$ cat src/rtl/rom_pkg.sv
`default_nettype none
// ============================================================================
//  Module      : rom_pkg
//  Description : Shared types, defaults and address decode helper for the
//                boot ROM read stage.
//  Revision    : 1.0  initial release
// ============================================================================
package rom_pkg;

    localparam int unsigned ROM_WORDS_DEFAULT   = 2048;
    localparam int unsigned ROM_LATENCY_DEFAULT = 1;
    localparam int unsigned ROM_DATA_W_DEFAULT  = 64;
    // Widest byte address the decode helper understands.
    localparam int unsigned ROM_ADDR_W_MAX      = 128;

    // Response entry held in the response FIFO.
    typedef struct packed {
        logic [ROM_DATA_W_DEFAULT-1:0] data;
        logic                          err;
    } rom_rsp_t;

    // Result of decoding a byte address into a ROM word index.
    typedef struct packed {
        logic [31:0] idx;
        logic        oor;
    } rom_idx_t;

    // Word index is the byte address shifted by the word-offset bits. The
    // address is out of range if any bit above the index field is set or the
    // index reaches past the last ROM word.
    function automatic rom_idx_t rom_idx(
        input logic [ROM_ADDR_W_MAX-1:0] addr,
        input int unsigned               off_bits,
        input int unsigned               idx_w,
        input int unsigned               words
    );
        logic [ROM_ADDR_W_MAX-1:0] word;
        rom_idx_t                  r;
        word  = addr >> off_bits;
        r.idx = word[31:0];
        r.oor = ((word >> idx_w) != '0) ||
                (word >= {{(ROM_ADDR_W_MAX-32){1'b0}}, words});
        return r;
    endfunction

endpackage
`default_nettype wire

$ cat src/rtl/rom_rsp_fifo.sv
`default_nettype none
// ============================================================================
//  Module      : rom_rsp_fifo
//  Description : Depth-entry synchronous FIFO with registered storage, no
//                fall-through, full/empty flags and same-cycle push/pop.
//  Revision    : 1.0  initial release
// ============================================================================
module rom_rsp_fifo
    import rom_pkg::*;
#(
    parameter int unsigned Depth = 4,
    parameter type         T     = rom_rsp_t
) (
    input  logic clk_i,
    input  logic rst_i,
    input  logic push_i,
    input  T     push_data_i,
    input  logic pop_i,
    output T     pop_data_o,
    output logic full_o,
    output logic empty_o
);

    localparam int unsigned PTR_W = $clog2(Depth);
    localparam int unsigned CNT_W = $clog2(Depth + 1);

    T                 mem_q [Depth];
    logic [PTR_W-1:0] wr_ptr_q;
    logic [PTR_W-1:0] rd_ptr_q;
    logic [CNT_W-1:0] count_q;
    logic             w_do_push;
    logic             w_do_pop;

    assign full_o     = (count_q == CNT_W'(Depth));
    assign empty_o    = (count_q == '0);
    assign pop_data_o = mem_q[rd_ptr_q];

    // A push into a full FIFO is honoured only when the head leaves this cycle.
    assign w_do_push = push_i && (!full_o || pop_i);
    assign w_do_pop  = pop_i && !empty_o;

    // Storage, pointers (wrap naturally since Depth is a power of two) and fill count.
    always_ff @(posedge clk_i or posedge rst_i) begin
        if (rst_i) begin
            wr_ptr_q <= '0;
            rd_ptr_q <= '0;
            count_q  <= '0;
            for (int i = 0; i < int'(Depth); i++) begin
                mem_q[i] <= '0;
            end
        end else begin
            if (w_do_push) begin
                mem_q[wr_ptr_q] <= push_data_i;
                wr_ptr_q        <= wr_ptr_q + PTR_W'(1);
            end
            if (w_do_pop) begin
                rd_ptr_q <= rd_ptr_q + PTR_W'(1);
            end
            if (w_do_push && !w_do_pop) begin
                count_q <= count_q + CNT_W'(1);
            end else if (!w_do_push && w_do_pop) begin
                count_q <= count_q - CNT_W'(1);
            end
        end
    end

endmodule
`default_nettype wire

$ cat src/rtl/rom_read_pipeline.sv
`default_nettype none
// ============================================================================
//  Module      : rom_read_pipeline
//  Description : Read stage between the bridge request port and the boot ROM.
//                Issues word reads to a fixed-latency ROM, tracks them through
//                a latency pipe and returns them in order via a response FIFO,
//                with credits bounding outstanding reads to the FIFO depth.
//  Revision    : 1.0  initial release
// ============================================================================
module rom_read_pipeline
    import rom_pkg::*;
#(
    parameter  int unsigned AddrWidth  = 64,
    parameter  int unsigned DataWidth  = ROM_DATA_W_DEFAULT,
    parameter  int unsigned RomWords   = ROM_WORDS_DEFAULT,
    parameter  int unsigned RomLatency = ROM_LATENCY_DEFAULT,
    parameter  int unsigned Depth      = 4,
    localparam int unsigned IdxWidth   = $clog2(RomWords)
) (
    input  logic                 clk_i,
    input  logic                 rst_i,
    input  logic                 req_valid_i,
    output logic                 req_ready_o,
    input  logic [AddrWidth-1:0] req_addr_i,
    output logic                 rsp_valid_o,
    input  logic                 rsp_ready_i,
    output logic [DataWidth-1:0] rsp_data_o,
    output logic                 rsp_err_o,
    output logic                 rom_req_o,
    output logic [IdxWidth-1:0]  rom_addr_o,
    input  logic [DataWidth-1:0] rom_rdata_i
);

    localparam int unsigned OFF_BITS = $clog2(DataWidth / 8);
    localparam int unsigned CNT_W    = $clog2(Depth + 1);

    typedef struct packed {
        logic [DataWidth-1:0] data;
        logic                 err;
    } rsp_t;

    rom_idx_t          w_idx;
    logic              w_idx_unused;
    logic              w_accept;
    logic              w_pop;
    logic              w_push;
    rsp_t              w_push_rsp;
    rsp_t              w_head;
    logic              w_fifo_full;
    logic              w_fifo_empty;
    logic [CNT_W-1:0]  credit_q;
    logic [CNT_W-1:0]  credit_d;
    logic [RomLatency-1:0] pipe_vld_q;
    logic [RomLatency-1:0] pipe_err_q;

    assign w_idx        = rom_idx(ROM_ADDR_W_MAX'(req_addr_i), OFF_BITS, IdxWidth, RomWords);
    // Only the low IdxWidth index bits drive the ROM; the rest feed the range check.
    assign w_idx_unused = ^w_idx.idx;

    // Ready depends on registered credits only, never on this cycle's handshakes.
    assign req_ready_o = (credit_q < CNT_W'(Depth));
    assign w_accept    = req_valid_i && req_ready_o;
    assign w_pop       = rsp_valid_o && rsp_ready_i;

    assign rom_req_o  = w_accept && !w_idx.oor;
    assign rom_addr_o = rom_req_o ? w_idx.idx[IdxWidth-1:0] : '0;

    // The oldest pipe stage lines up with the ROM data for that request.
    assign w_push          = pipe_vld_q[RomLatency-1];
    assign w_push_rsp.err  = pipe_err_q[RomLatency-1];
    assign w_push_rsp.data = pipe_err_q[RomLatency-1] ? '0 : rom_rdata_i;

    assign rsp_valid_o = !w_fifo_empty;
    assign rsp_data_o  = w_head.data;
    assign rsp_err_o   = w_head.err;

    // Latency pipe: shift {valid, err} so each accept reaches the FIFO when its data arrives.
    always_ff @(posedge clk_i or posedge rst_i) begin
        if (rst_i) begin
            pipe_vld_q <= '0;
            pipe_err_q <= '0;
        end else begin
            pipe_vld_q[0] <= w_accept;
            pipe_err_q[0] <= w_idx.oor;
            for (int i = 1; i < int'(RomLatency); i++) begin
                pipe_vld_q[i] <= pipe_vld_q[i-1];
                pipe_err_q[i] <= pipe_err_q[i-1];
            end
        end
    end

    // Next credit count: one per accept, returned on pop, unchanged when both happen.
    always_comb begin
        credit_d = credit_q;
        if (w_accept && !w_pop) begin
            credit_d = credit_q + CNT_W'(1);
        end else if (!w_accept && w_pop) begin
            credit_d = credit_q - CNT_W'(1);
        end
    end

    // Credit register counting reads in flight plus responses queued.
    always_ff @(posedge clk_i or posedge rst_i) begin
        if (rst_i) begin
            credit_q <= '0;
        end else begin
            credit_q <= credit_d;
        end
    end

    rom_rsp_fifo #(
        .Depth (Depth),
        .T     (rsp_t)
    ) u_rsp_fifo (
        .clk_i       (clk_i),
        .rst_i       (rst_i),
        .push_i      (w_push),
        .push_data_i (w_push_rsp),
        .pop_i       (w_pop),
        .pop_data_o  (w_head),
        .full_o      (w_fifo_full),
        .empty_o     (w_fifo_empty)
    );

    a_no_push_full: assert property (@(posedge clk_i) disable iff (rst_i)
        w_push |-> !w_fifo_full);
    a_no_credit_underflow: assert property (@(posedge clk_i) disable iff (rst_i)
        w_pop |-> (credit_q != '0));
    a_no_oor_rom_req: assert property (@(posedge clk_i) disable iff (rst_i)
        rom_req_o |-> !w_idx.oor);

endmodule
`default_nettype wire

$ cat config.mk
export PLATFORM = sky130hd
export DESIGN_NAME = rom_read_pipeline
export DESIGN_NICKNAME = d
export VERILOG_FILES = /design/src/rtl/rom_pkg.sv /design/src/rtl/rom_rsp_fifo.sv /design/src/rtl/rom_read_pipeline.sv
export SDC_FILE = /design/constraint.sdc
export NUM_CORES = 1
export LEC_CHECK = 0
export CAP_MARGIN = 20
export CORE_ASPECT_RATIO = 1.1
export CORE_MARGIN = 10
export CORE_UTILIZATION = 25
export DETAILED_ROUTE_END_ITERATION = 10
export SYNTH_ARGS = -nofsm -noshare
export SYNTH_HDL_FRONTEND = slang
export SYNTH_SLANG_ARGS = --single-unit
export TNS_END_PERCENT = 20
$ cat constraint.sdc
create_clock -name clk_i -period 12.2 [get_ports clk_i]
set_clock_uncertainty 0.1 [all_clocks]
set_input_delay 3.05 -clock clk_i [delete_from_list [all_inputs] [get_ports clk_i]]
set_output_delay 3.05 -clock clk_i [all_outputs]
set_load 0.005 [all_outputs]
* Word level (Yosys, flattened, before mapping) *
Index checks and enable logic that the tools add are counted.

storage, ports and cells
  register bits after elaboration = 272
  bits of input ports = 132
  output and inout port bits = 79
  logic and storage cells = 63

cells by class
  $add $sub $neg = 6
  magnitude comparators = 5
  equality and inequality tests = 1
  multiplexer cells = 12
  bitwise operators = 2
  reduce and logical (&&, ||, !) cells = 23

operators by type and width
  operator                count
  $bwmux W260             1
  $mux W65                3
  $bmux W65 S2            1
  $demux W65 S2           1
  $reduce_bool A128 Y1    1
  $mux W64                1
  $ge A61 B12 Y1 const B  1
  $mux W3                 4
  $mux W11                1
  $logic_and A1 B1 Y1     10
  $logic_not A1 Y1        7
  $add A3 B1 Y3 const B   2
  $ge A3 B3 Y1 const B    2
  $not A2 Y3              2
  $sub A3 B1 Y3 const B   2
  $add A2 B1 Y2 const B   2
  $reduce_bool A2 Y1      2
  $eq A3 B3 Y1 const B    1
  $logic_not A3 Y1        1
  $lt A3 B1 Y1 const B    1
  $lt A3 B3 Y1 const B    1
  $logic_or A1 B1 Y1      2

* Longest topological paths before layout *
Gate-level depths: netlist (run 1).

  depth after elaboration = 9
  mapped depth = 9
  mapped depth without buffers = 9

* Modules after synthesis *
A second synthesis (run 1) with hierarchy kept.

unflattened totals
  cells, all modules = 793
  area, all modules = 13604.3 µm²

by module, submodules not included
  module             instances  cells each  area an instance (µm²)  seq. area each (µm²)
  rom_rsp_fifo       1          665         12655.9                 6681.4
  rom_read_pipeline  1          128         948.4                   125.1

* Worst setup path before layout (run 1) *
OpenSTA, ideal clock, no wires.

  path type = input port to output port
  start point = input req_addr_i[18]
  end point = output rom_addr_o[2]
  arrival time = 4147 ps
  data required time = 9050 ps
  path slack = 4903 ps
  cell stages on the path = 4
  buffers on the path = 1
  cells stage by stage = nor4_1 clkbuf_1 nand4_1 nor4_1

on the way
  longest elaborated chain between the ends = 5
  elaborated cells on any way between the ends = 6
  those cells by class = order compare: 1; mux: 1; reduce/logical: 4

ends and longest elaborated chain
  item                                                           RTL line                      text
  start: declaration                                             rom_read_pipeline.sv:24       input logic [AddrWidth-1:0] req_addr_i,
  $ge A61 B12 Y1 / $reduce_bool A128 Y1 (equally long branches)  rom_pkg.sv:42, rom_pkg.sv:41
  $logic_or A1 B1 Y1 (*)                                         rom_pkg.sv:41                 r.oor = ((word >> idx_w) != '0) ||
  $logic_not A1 Y1 (*)                                           rom_read_pipeline.sv:65       assign rom_req_o = w_accept && !w_idx.oor;
  $logic_and A1 B1 Y1 (*)                                        rom_read_pipeline.sv:65
  $mux W11 (*)                                                   rom_read_pipeline.sv:66       assign rom_addr_o = rom_req_o ? w_idx.idx[IdxWidth-1:0] : '0;
  end: declaration                                               rom_read_pipeline.sv:30       output logic [IdxWidth-1:0] rom_addr_o,

Every way passes the cells marked *; elsewhere a longest branch is shown, timed or not.

* Worst setup path in the final report (run 1) *
  start point = input req_addr_i[55]
  end point = output rom_addr_o[2]

Same word-level chain as after synthesis.

==> results of run 1 <==
## layout by cell type (no fill, tap or decap)
cell	Yosys	final
or4_1	1	1
ha_1	6	6
fa_1	2	2
bufinv_16	0	5
nor2_1	3	3
mux4_2	65	65
xor2_1	3	3
buf_4	4	10
nor4_1	24	24
inv_1	7	6
nand2_1	3	3
mux2_4	200	200
xnor2_1	6	6
inv_8	0	1
clkinv_4	0	2
or4b_4	1	1
nor2b_1	65	65
nand3_4	0	4
clkinv_2	0	3
clkbuf_1	16	7
clkbuf_16	0	37
nand4_1	13	13
clkdlybuf4s50_1	0	207
nand3_1	3	3
clkbuf_8	0	5
dfrtp_4	0	2
mux2_2	63	63
or3_1	1	1
dfrtp_2	0	1
dfrtp_1	272	269
## cell families after synthesis
logic type               after synthesis  share of synthesized area [%]
XOR/XNOR                               9                          0.581
adder cells (fa/ha/maj)                8                          0.848
buffers and inverters                 63                           4.80
flip-flops                           272                           50.2
multiplexers                         328                           38.1
AND/OR/NAND/NOR                      118                           5.48
## metrics by stage
| stage | utilization [%] | std cells | instance area (um^2) | setup WS [ns] | hold WS (ns) |
|---|---|---|---|---|---|
| 2_1_floorplan | - | 798 | 13600 | 1.55 | 0.347 |
| 3_3_place_gp | 29.9 | 1687 | 16100 | 3.76 | 0.365 |
| 3_5_place_dp | 29.9 | 1687 | 16100 | 3.66 | 0.371 |
| 4_1_cts | 32.1 | 1746 | 17300 | 3.66 | 0.380 |
| 5_1_grt | 32.1 | 1746 | 17300 | 3.43 | 0.403 |
| 6_report | 32.1 | 1746 | 17300 | 3.65 | 0.378 |
## flip-flops by register name (all words and copies together) (netlist names)
signal / cells
u_rsp_fifo.wr_ptr_q: 2
u_rsp_fifo.rd_ptr_q: 2
pipe_vld_q: 1
pipe_err_q: 1
credit_q: 3
u_rsp_fifo.count_q: 3
u_rsp_fifo.mem_q: 260
## power by group through the flow
stage	Combinational, uW	Clock (uW)	Sequential (uW)
floorplan	456	0	960
global placement	515	0	1030
detailed placement	521	0	1030
CTS	521	1130	1010
global route	545	1170	1020
finish	503	1090	1010
## metal layers
metal  vias to the layer above  part of all wire (%)  global-route usage [%]  wire, um
li1                       3329                     -                       -         -
met1                      4034                    44                    13.9     15500
met2                       140                    48                    17.3     16600
met3                        61                   5.9                    3.51      2040
met4                         6                   1.9                    2.91       677
met5                         -                  0.12                       0        41
## path summary, 6_finish.rpt
path	slack, ns	to	depth (start not counted)	from
max	3.65	rom_addr_o[2]	5	req_addr_i[55]
min	0.38	u_rsp_fifo.count_q[2]	1	u_rsp_fifo.count_q[2]
max reg2reg	9.08	u_rsp_fifo.mem_q[37]	4	u_rsp_fifo.count_q[0]
min reg2reg	0.38	u_rsp_fifo.count_q[2]	1	u_rsp_fifo.count_q[2]
max in group asynchronous	7.30	u_rsp_fifo.rd_ptr_q[0]	3	rst_i
min in group asynchronous	3.00	u_rsp_fifo.mem_q[221]	2	rst_i
## final cells by class
cell class	count	area, um^2
Multi-Input combinational cell	463	6140
Fill cell	5322	36400
Tap cell	728	911
Sequential cell	272	6820
Clock inverter	10	183
Timing Repair Buffer	217	2150
Inverter	7	33.8
Clock buffer	49	1020
==> flow_summary.toml, run 1 <==
[global_routing]
grt_pass1_vias = 8707
grt_max_degree = 130
antenna_found_initial = 3
grt_first_pass_wirelength_mm = 54.6
grt_usage_pct = 10.8
gr-total-overflow = 0

[power]
p_sw_uw = 744
swShare_pct = 28.6
intPower_uw = 1860
power_density_nw_per_um2 = 151
clkPwrFrac_pct = 41.9
p_leak_uw = 0.00805
p_seq_share_pct = 38.8
finalPower_uw = 2610
peakVddDrop_v = 0.000104
p_comb_share_pct = 19.3

[critical_path]
start_kind = "input pin"
cp_slowest_cell = "clkdlybuf4s50_1"
crit_buf_inv = 2
critical_path.cell_chain = "clkdlybuf4s50_1 -> nor4_1 -> nand3_1 -> nor4_1 -> clkdlybuf4s50_1"
worstPathArrival_ns = 5.40
end_kind = "output port"
path_class = "input pin to output port"
critPathMaxStageDelay_ns = 0.59
crit_family = "simple AND/OR/NAND/NOR gates"
path_max_fanout = 13
worstPathRequired_ns = 9.05

[synthesis]
yosys-top-cells-area = "dfrtp_1 50%, mux2_4 22%, mux4_2 11%"
syn-num-nets = 938
syn_avg_cell_area_um2 = 17.0
synth_edf_count = 0
yosysMostFrequentCell = "dfrtp_1"
postSynthCellCount = 798
yosys_warnings = 0
yosysSeqAreaShare_pct = 50.2
yosysTopAreaCell = "dfrtp_1"
yosysTopAreaCellShare_pct = 50.2
ys.flop_type = "dfrtp_1"
synthTopCellsByCount = "272 x dfrtp_1, 200 x mux2_4, 65 x mux4_2, 65 x nor2b_1, 63 x mux2_2"
synth_cell_type_count = 24
synth_area_um2 = 13600
async_reset_ff_share_pct = 100
ys_seq_elements = 272

[worst_hold_path]
hold_class = "flop to flop"

[timing]
rsz0062_at_grt = "no"
drv_slew = 0
setup_viol = 0
period_share_pct = 70.1
period_needed_ns = 8.55
tightestPinTransition_ns = 1.03
hold_viol = 0
max_slew_margin_pct = 31.0
finalSetupTns_ns = 0
fmax_ghz = 0.117

[routing]
wl_per_cell_um = 19.9
drc = 0
vias_per_cell = 4.34
route.vias.total = 7570
drt_iter0_drc = 310
dr.pass1.iters = 4
ant_nets = 0
wl_mm = 34.8

[status]
status = "complete, no violations"

[final_layout]
diodes = 0
drive_gt1_share_pct = 39.2
nets = 1136
syn_to_final_growth_pct = 27.1

[clock_network]
cts_sinks = 272
tritoncts = "done"
cts_buffers = 35
cts_hold_buf = 0
clock-root-buffer = "clkbuf_16"
cts_setup_buffers = 0
cts_buffer_depth = 3
htreeDepth = 2
worstSkewPairLatency_ns = 0.53
cts-resized-gates = 0
clkTransAtPathRegs_ns = 0.06

[job]
drv_cap = 0

[die]
num_rows = 89
die_area_um2 = 64000
core_area_um2 = 53700
die_y_um = 264
start_util_pct = 25.3
die_x_um = 242
boundaryPins = 211

[placed_design]
dp_hpwl_mm = 21.1
globalplace.congestion = 0.754
port_buffers = 207
No activity file was read; power rests on OpenSTA's default activity.
==> run 2, diff against run 1 <==
==> constraint.sdc (replaced) <==
create_clock -name clk_i -period 8.6 [get_ports clk_i]
set_clock_uncertainty 0.1 [all_clocks]
set_input_delay 2.15 -clock clk_i [delete_from_list [all_inputs] [get_ports clk_i]]
set_output_delay 2.15 -clock clk_i [all_outputs]
set_load 0.005 [all_outputs]
==> flow_summary.toml, run 2 (synthesis results as in run 1) <==
[die]
core_area_um2 = 53700
die_area_um2 = 64000
start_util_pct = 25.3
boundaryPins = 211
num_rows = 89
die_y_um = 264
die_x_um = 242

[routing]
wl_per_cell_um = 19.5
dr.pass1.iters = 5
wl_mm = 34.1
ant_nets = 0
drt_iter0_drc = 366
drc = 0
vias_per_cell = 4.32
route.vias.total = 7562

[final_layout]
drive_gt1_share_pct = 39.9
largest-register = "u_rsp_fifo.mem_q"
layout_commonest_cell = "dfrtp_1"
fillers = 5276
syn_to_final_growth_pct = 27.8
diodes = 0
nets = 1136
final_cell_mix = "269 x dfrtp_1, 207 x clkdlybuf4s50_1, 200 x mux2_4"
largest_register_ffs = 260
top_regs = "u_rsp_fifo.mem_q (260), credit_q (3), u_rsp_fifo.count_q (3)"

[power]
clkPwrFrac_pct = 42.8
intPower_uw = 2680
power_density_nw_per_um2 = 215
p_leak_uw = 0.00807
peakVddDrop_v = 0.000123
swShare_pct = 28.4
p_comb_share_pct = 18.8
p_seq_share_pct = 38.4
finalPower_uw = 3740
p_sw_uw = 1060

[critical_path]
end_kind = "output port"
cp_slowest_cell = "clkdlybuf4s50_1"
critPathMaxStageDelay_ns = 0.60
path_max_fanout = 13
critical_path.cell_chain = "clkdlybuf4s50_1 -> nor4_1 -> nand4_1 -> nor4_1 -> clkdlybuf4s50_1"
path_class = "input pin to output port"
start_kind = "input pin"
worstPathArrival_ns = 4.75
worstPathRequired_ns = 6.35

[worst_hold_path]
hold_class = "flop to flop"

[timing]
max_slew_margin_pct = 35.2
finalSetupTns_ns = 0
fmax_ghz = 0.143
period_needed_ns = 7.00
period_share_pct = 81.4
hold_viol = 0
final.setup.worst_slack_ns = 1.60
tightestPinTransition_ns = 0.970
setup_viol = 0
whs_ns = 0.376
rsz0062_at_grt = "no"
drv_slew = 0

[clock_network]
htreeDepth = 2
tritoncts = "done"
cts_buffer_depth = 3
cts_setup_buffers = 0
worstSkewPairLatency_ns = 0.51
cts_hold_buf = 0
clock-root-buffer = "clkbuf_16"
cts-resized-gates = 0
clkTransAtPathRegs_ns = 0.06
cts_sinks = 272
cts_buffers = 34

[global_routing]
gr-total-overflow = 0
grt_pass1_vias = 8614
grt_max_degree = 159
antenna_found_initial = 1
grt_usage_pct = 10.6
grt_first_pass_wirelength_mm = 54.1

[placed_design]
port_buffers = 207
globalplace.congestion = 0.793
place_ws_ns = 1.60
dp_hpwl_mm = 20.7

[job]
drv_cap = 0

[status]
status = "complete, no violations"
==> run 2: critical path, delay by kind of cell <==
| family | cells | cell delay [ns] |
|---|---|---|
| buffers and inverters | 2 | 1.00 |
| AND/OR/NAND/NOR | 3 | 1.59 |
==> run 2: layout make-up <==
type / count / area (um^2) / area share [%]
Inverter: 7 / 30.0 / 0.173
Timing Repair Buffer: 218 / 2190 / 12.6
Sequential cell: 272 / 6820 / 39.3
Multi-Input combinational cell: 463 / 6140 / 35.4
Clock buffer: 43 / 966 / 5.57
Tap cell: 728 / 911 / 5.25
Clock inverter: 18 / 290 / 1.67
==> run 2: path summary, 6_finish.rpt <==
| path | start | end | slack (ns) | depth (start not counted) |
|---|---|---|---|---|
| min reg2reg | u_rsp_fifo.count_q[2] | u_rsp_fifo.count_q[2] | 0.38 | 1 |
| max in group asynchronous | rst_i | u_rsp_fifo.mem_q[160] | 4.93 | 3 |
| max reg2reg | u_rsp_fifo.count_q[0] | u_rsp_fifo.mem_q[28] | 5.55 | 4 |
| max | req_addr_i[44] | rom_addr_o[0] | 1.60 | 5 |
| min | u_rsp_fifo.count_q[2] | u_rsp_fifo.count_q[2] | 0.38 | 1 |
| min in group asynchronous | rst_i | u_rsp_fifo.mem_q[118] | 2.05 | 2 |
==> run 2: power by group through the flow <==
stage | combinational, uW | clock (uW) | sequential, uW
3_3_place_gp | 723 | 0 | 1470
2_1_floorplan | 647 | 0 | 1360
3_5_place_dp | 724 | 0 | 1470
6_report | 704 | 1600 | 1430
5_1_grt | 761 | 1720 | 1450
4_1_cts | 725 | 1660 | 1440
==> run 2: stage by stage <==
step | util, % | cells | instance area [um^2]
finish | 32.3 | 1749 | 17300
global route | 32.3 | 1749 | 17300
global placement | 29.9 | 1687 | 16100
detailed placement | 29.9 | 1687 | 16100
CTS | 32.3 | 1748 | 17300
floorplan | - | 798 | 13600
==> run 2: per-layer routing <==
metal	track usage, %	wire, um	vias up
li1	-	-	3341
met1	13.6	15100	4017
met2	17.3	16500	149
met3	2.54	1620	53
met4	3.83	870	2
met5	0	18	-
